--- src/rtl/conv_upsize_pkg.sv ---
// -----------------------------------------------------------------------------
// conv_upsize_pkg
// Shared helpers for the width converters: the allowed RATIO range and the
// beat-to-lane mapping. Imported by conv_upsize.
// -----------------------------------------------------------------------------
package conv_upsize_pkg;

  localparam int unsigned RATIO_MIN = 2;
  localparam int unsigned RATIO_MAX = 16;

  // True when the beats-per-word ratio is one the converters support.
  function automatic bit ratio_ok(input int unsigned ratio);
    return (ratio >= RATIO_MIN) && (ratio <= RATIO_MAX);
  endfunction

  // Lane that beat number 'beat' occupies in the wide word.
  // msb_first=1: beat 0 goes to the top lane; msb_first=0: beat 0 to lane 0.
  function automatic int unsigned lane_idx(input int unsigned beat,
                                           input int unsigned ratio,
                                           input bit          msb_first);
    return msb_first ? (ratio - 1 - beat) : beat;
  endfunction

endpackage

--- src/rtl/conv_upsize.sv ---
// -----------------------------------------------------------------------------
// conv_upsize
// Packs RATIO narrow beats of IN_W bits into one wide word. The first
// RATIO-1 beats of a word are captured in lane registers; the closing beat
// (last beat of a word, or any beat with last_in) passes straight through
// combinationally together with the stored lanes, so the wide word is
// presented in the same cycle as the closing beat.
//
// Ports
//   clk_in     : clock, all state changes on the rising edge
//   reset_in   : synchronous active-high reset
//   data_in    : narrow beat            valid_in  : beat valid
//   last_in    : beat ends the packet   ready_out : beat accepted this cycle
//   data_out   : wide word, lane i = [i*IN_W +: IN_W]
//   keep_out   : per-lane "holds real data"
//   last_out   : word ends the packet   valid_out : wide word valid
//   ready_in   : downstream accepts the wide word
// -----------------------------------------------------------------------------
module conv_upsize
  import conv_upsize_pkg::*;
#(
  parameter int unsigned IN_W      = 8,
  parameter int unsigned RATIO     = 2,
  parameter bit          MSB_FIRST = 1'b1
) (
  input  logic                  clk_in,
  input  logic                  reset_in,
  input  logic [IN_W-1:0]       data_in,
  input  logic                  valid_in,
  input  logic                  last_in,
  output logic                  ready_out,
  output logic [IN_W*RATIO-1:0] data_out,
  output logic [RATIO-1:0]      keep_out,
  output logic                  last_out,
  output logic                  valid_out,
  input  logic                  ready_in
);

  if (!ratio_ok(RATIO)) begin : g_bad_ratio
    $error("conv_upsize: RATIO=%0d outside supported range 2..16", RATIO);
  end

  localparam int unsigned         CNT_W   = (RATIO < 2) ? 1 : $clog2(RATIO);
  localparam logic [CNT_W-1:0]    CNT_MAX = CNT_W'(RATIO - 1);

  logic [CNT_W-1:0] cnt_q, cnt_d;
  logic [IN_W-1:0]  lane_q [RATIO-1];   // indexed by beat number, not lane
  logic             lane_we;
  logic             closing;

  assign closing  = (cnt_q == CNT_MAX) || last_in;
  assign last_out = last_in && closing;

  // NOTE: every signal written here gets a default first, so no path through
  // the block leaves a value unassigned and no latch is inferred.
  always_comb begin
    cnt_d     = cnt_q;
    lane_we   = 1'b0;
    ready_out = 1'b0;
    valid_out = 1'b0;
    if (!reset_in) begin
      if (closing) begin
        // Closing beat: handshake is a straight pass-through.
        ready_out = ready_in;
        valid_out = valid_in;
        if (valid_in && ready_in) cnt_d = '0;
      end else begin
        // Filling beats never wait on the downstream side.
        ready_out = 1'b1;
        if (valid_in) begin
          cnt_d   = cnt_q + CNT_W'(1);
          lane_we = 1'b1;
        end
      end
    end
  end

  // NOTE: state registers use non-blocking assignments so every flop samples
  // its inputs from the same pre-edge values.
  always_ff @(posedge clk_in) begin
    if (reset_in) cnt_q <= '0;
    else          cnt_q <= cnt_d;
  end

  // NOTE: lane registers carry no reset; their content is only ever read for
  // beats below cnt, which reset clears, so a reset would buy nothing.
  always_ff @(posedge clk_in) begin
    for (int k = 0; k < int'(RATIO) - 1; k++) begin
      if (lane_we && (cnt_q == CNT_W'(k))) lane_q[k] <= data_in;
    end
  end

  // Output mux: for beat k, stored beats come from registers, the current
  // beat from data_in, beats not yet reached read as zero.
  for (genvar k = 0; k < RATIO; k++) begin : g_beat
    localparam int unsigned      LANE = lane_idx(k, RATIO, MSB_FIRST);
    localparam logic [CNT_W-1:0] K    = CNT_W'(k);

    if (k < RATIO - 1) begin : g_reg
      assign data_out[LANE*IN_W +: IN_W] = (cnt_q > K)  ? lane_q[k] :
                                           (cnt_q == K) ? data_in   : '0;
    end else begin : g_top
      assign data_out[LANE*IN_W +: IN_W] = (cnt_q == K) ? data_in : '0;
    end

    assign keep_out[LANE] = (cnt_q >= K);
  end

endmodule

--- config.mk ---
export PLATFORM = sky130hd
export DESIGN_NAME = conv_upsize
export DESIGN_NICKNAME = d
export VERILOG_FILES = /design/src/rtl/conv_upsize_pkg.sv /design/src/rtl/conv_upsize.sv
export SDC_FILE = /design/constraint.sdc
export NUM_CORES = 1
export LEC_CHECK = 0
export CORE_UTILIZATION = 36
export CTS_BUF_LIST = sky130_fd_sc_hd__clkbuf_8
export CTS_CLUSTER_SIZE = 24
export DETAILED_ROUTE_END_ITERATION = 16
export GPL_ROUTABILITY_DRIVEN = 0
export PLACE_DENSITY = 0.87
export SYNTH_ARGS = -nofsm -noshare
export SYNTH_HDL_FRONTEND = slang
export SYNTH_SLANG_ARGS = --single-unit
export TNS_END_PERCENT = 1
--- constraint.sdc ---
create_clock -name clk_in -period 1.7 [get_ports clk_in]
set_clock_uncertainty 0.2 [all_clocks]
set_input_delay 0.255 -clock clk_in [delete_from_list [all_inputs] [get_ports clk_in]]
set_output_delay 0.255 -clock clk_in [all_outputs]
set_load 0.02 [all_outputs]
# Word-level counts from Yosys, hierarchy flattened

Memory sizes are Yosys's and may differ from the RTL's.
Index checks and enable logic that the tools add are counted.

Add/subtract/negate cells: 1
Order comparisons: 3
Bitwise gates (word level): 1
Shifts and indexed selects: 0
Multipliers: 0
Reduce and logical (&&, ||, !) cells: 6
Mux-type cells: 15
Equal/unequal tests: 1
Divide/modulo/power cells: 0

Operators with widths:

| kind                                                                     | number |
|---|---|
| 8-bit 2-to-1 mux                                                         | 3 |
| 1-bit 2-to-1 mux                                                         | 12 |
| 1-bit logical AND                                                        | 3 |
| 1-bit >= comparator (second input constant)                              | 2 |
| 2-bit by 1-bit inequality test with 1-bit output (second input constant) | 1 |
| 2-bit AND reduction                                                      | 1 |
| 2-bit nonzero test                                                       | 1 |
| 1-bit adder (second input constant)                                      | 1 |
| 1-bit > comparator (second input constant)                               | 1 |
| 1-bit logical OR                                                         | 1 |
| 1-bit NOT                                                                | 1 |

RAM bits: 8
Register bits: 1
Logic and storage cells: 29
Input bits: 13
Output and inout port bits: 21
Latch bits: 0
Memories kept: 1
Bits in read-only memories: 0

Memory list:

| name   | depth | width | rd ports | clocked after Yosys merged registers in | wr ports | line              | RTL |
|---|---|---|---|---|---|---|---|
| lane_q | 1     | 8     | 1        | 0                                       | 1        | conv_upsize.sv:47 | `logic [IN_W-1:0] lane_q [RATIO-1];` |

# Longest topological paths before layout

Word-level depth: 6
Gate-level depth with buffers: 4
Mapped depth without buffers: 2

# Worst setup path before layout

OpenSTA, ideal clock, no wires.

Path kind: reg-to-reg
Start: register cnt_q
End: memory lane_q[0][0], enable pin
Data required time: 1.129 ns
Library setup time: 0.371 ns
Path buffers: 1
Arrival time: 0.918 ns
Period minus slack after synthesis: 1.489 ns
Cell stages (with the launch flop): 3
Path slack: 0.211 ns
Path through: dfxtp_1 > buf_6 > nor4b_4

Word-level cells in the longest chain between the ends: 6
Elaborated cells on any way between the ends: 7
Classes of those cells: mux: 4; bitwise: 1; reduce/logical: 2

Ends and longest elaborated chain:

| item                                       | line              | RTL |
|---|---|---|
| start, declared                            | conv_upsize.sv:46 | `logic [CNT_W-1:0] cnt_q, cnt_d;` |
| start signal, assigned                     | conv_upsize.sv:82 | `else cnt_q <= cnt_d;` |
| 1-bit logical OR                           | conv_upsize.sv:51 | `assign closing = (cnt_q == CNT_MAX) \|\| last_in;` |
| 1-bit 2-to-1 mux                           | conv_upsize.sv:62 | `if (closing) begin` |
| 1-bit 2-to-1 mux                           | conv_upsize.sv:61 | `if (!reset_in) begin` |
| 1-bit logical AND (*)                      | conv_upsize.sv:89 | `if (lane_we && (cnt_q == CNT_W'(k))) lane_q[k] <= data_in;` |
| 1-bit 2-to-1 mux (*)                       | conv_upsize.sv:89 |  |
| 1-bit 2-to-1 mux (not written as such) (*) | conv_upsize.sv:89 |  |
| end, declared                              | conv_upsize.sv:47 |  |

Mark *: on every way between the ends. The rest lies on a longest branch, timed or not.

# Worst setup path in the final report

Start: register cnt_q
End: output data_out[10]

Word-level cells in the longest chain between the ends: 2
Elaborated cells on any way between the ends: 3
Classes of those cells: order compare: 1; mux: 2

Ends and longest elaborated chain:

| item                                                   | line                                   | RTL |
|---|---|---|
| 8-bit 2-to-1 mux or 1-bit > comparator (tied branches) | conv_upsize.sv:101, conv_upsize.sv:100 |  |
| 8-bit 2-to-1 mux (*)                                   | conv_upsize.sv:100                     | `assign data_out[LANE*IN_W +: IN_W] = (cnt_q > K) ? lane_q[k] :` |
| end, declared                                          | conv_upsize.sv:32                      | `output logic [IN_W*RATIO-1:0] data_out,` |

Marks and branches as above.

==> impl_metrics.yaml <==
global_routing:
  grt_max_degree: 11
  antenna_found_initial: 0
  grt_pass1_vias: 420
  grt_first_pass_wirelength_mm: 1.77
  grtUsageTotal_pct: 17.2
  grt-ovfl-total: 0
place:
  place.port_buffers: 32
  dp_cells: 92
  dpl_cell_area_sq_um: 905
timing:
  tns_ps: 0
  period_minus_slack_ps: 1660
  max_freq_ghz: 0.601
  fin_crit_sh_pct: 97.9
  setup_viol: 0
  drv_slew: 0
  hold_viol_final: 0
  rsz0062_at_grt: "true"
cts:
  cts_buffers: 3
  cts_tree: "done"
  clockRootBuffer: "clkbuf_8"
  cts.sinks: 9
  clkTransAtPathRegs_ps: 40
  clock_latency_ps: 230
  cts_max_level: 1
  cts.path.max_buffers: 2
floorplanning:
  dieArea_sq_um: 1580
  io_pins: 34
  start_util_pct: 38.9
  num_rows: 13
  coreArea_sq_um: 1320
  die_x_microns: 39.8
  die_h_microns: 39.8
final_layout:
  finalCoreUtilization_pct: 69.6
  final_cell_count_no_fill: 96
  fin_area_sq_um: 917
  final_nets: 95
  drive_gt1_share_pct: 46.9
  area_growth_pct: 78.8
  final_cell_mix: "clkdlybuf4s50_1 (11), buf_4 (11), and2_1 (8), mux2_2 (8), edfxtp_1 (8)"
  num_antenna_cells: 0
routing:
  drc_errors: 0
  wl_per_cell_microns: 12.3
  dr.pass1.iters: 4
  vias: 438
  totalWireLength_mm: 1.18
  ant_nets: 0
  via_per_inst: 4.56
  drtIter0Drc: 8
worst_setup_path:
  start_kind: "flip-flop"
  end_kind: "output pin"
  path_max_fanout: 6
  critical_path_class: "flip-flop to output pin"
  cp.required_ps: 1240
  critical_path_arrival_ps: 1210
yosys:
  syn_inst: 38
  synth-seq-area-share_pct: 50.7
  synth.cell_area_sq_um: 513
  synth-seq-cells: 9
  ys_types: 16
  synth_nets: 51
  syn_area_per_cell_sq_um: 13.5
  yosys_warnings: 0
run_status:
  status: "complete, no violations"
pwr:
  p_per_area_nw_per_um2: 749
  p_leak_nw: 0.408
  total_power_mw: 0.687
  peakVddDrop_mv: 0.449
job:
  drv_cap: 0
min_path:
  hp-class: "primary input to flip-flop"
[metal layers]
metal	up-vias	track usage [%]	wire length, microns
li1	215	-	-
met1	195	18.9	464
met2	26	30.7	596
met3	2	5.68	106
met4	0	5.17	14
met5	-	0	0
[worst paths after layout]
| path | cells past startpoint | end | startpoint | slack [ps] |
|---|---|---|---|---|
| worst max-delay path | 3 | data_out[10] | cnt_q | 40 |
| worst min-delay path | 1 | lane_q[0][2] | data_in[2] | 430 |
| worst max register to register | 3 | lane_q[0][7] | cnt_q | 260 |
| worst min register to register | 2 | cnt_q | cnt_q | 440 |
[through the flow]
step                      hold WS (ps)  setup WS, ps
after CTS                          421         -96.7
final                              428          36.2
after global placement             480          -332
after detailed placement           471          -339
after global routing               439         -10.1
after floorplan                    154           211
[synth_stat cells]
cell | instances | area, sq um
buf_6 | 1 | 11.3
nor3b_2 | 1 | 12.5
nand2_1 | 1 | 3.75
conb_1 | 1 | 3.75
clkbuf_1 | 1 | 3.75
and2_1 | 8 | 50.1
clkbuf_4 | 1 | 7.51
a31o_1 | 1 | 8.76
inv_1 | 1 | 3.75
o21a_1 | 1 | 7.51
dfxtp_1 | 1 | 20.0
nor4b_4 | 1 | 23.8
edfxtp_1 | 8 | 240
mux2_2 | 8 | 90.1
buf_4 | 2 | 15.0
nor2_4 | 1 | 11.3
[power breakdown]
part	switching, mW	internal (mW)	leakage [nW]
registers	0.00287	0.250	0.0818
clock network	0.0863	0.157	0.0269
logic	0.0904	0.0998	0.299
[critical path, cell delays in order, from the launching register on]
cell and delay (ps):
dfxtp_2 340, buf_6 140, mux2_2 330, buf_2 160
[final cells by class]
type / count / area (sq um)
inverter: 1 / 3.75
fill: 103 / 400
clock inverter: 1 / 3.75
tap: 15 / 18.8
clock buffer: 3 / 41.3
sequential: 9 / 262
timing repair buffer: 44 / 377
multi-input combinational: 23 / 211
[logic make-up after synthesis]
family | count (synthesis) | synth area share [%]
multiplexers | 8 | 17.6
flip-flops | 9 | 50.7
AND/OR/NAND/NOR | 12 | 19.8
AO/OA/AOI/OAI | 2 | 3.17
other | 1 | 0.731
buffers and inverters | 6 | 8.05
[sequential cells by signal (all words and copies together) (netlist names)]
| signal | flops |
|---|---|
| cnt_q | 1 |
| lane_q | 8 |
[what timing repair did]
item | in CTS | in global routing
pin swaps | 0 | 0
setup endpoints to repair | 20 | 12
hold buffers | 0 | 0
buffers inserted | 0 | 0
resized for setup | 50 | 14
Power figures use the tool's default switching activity.
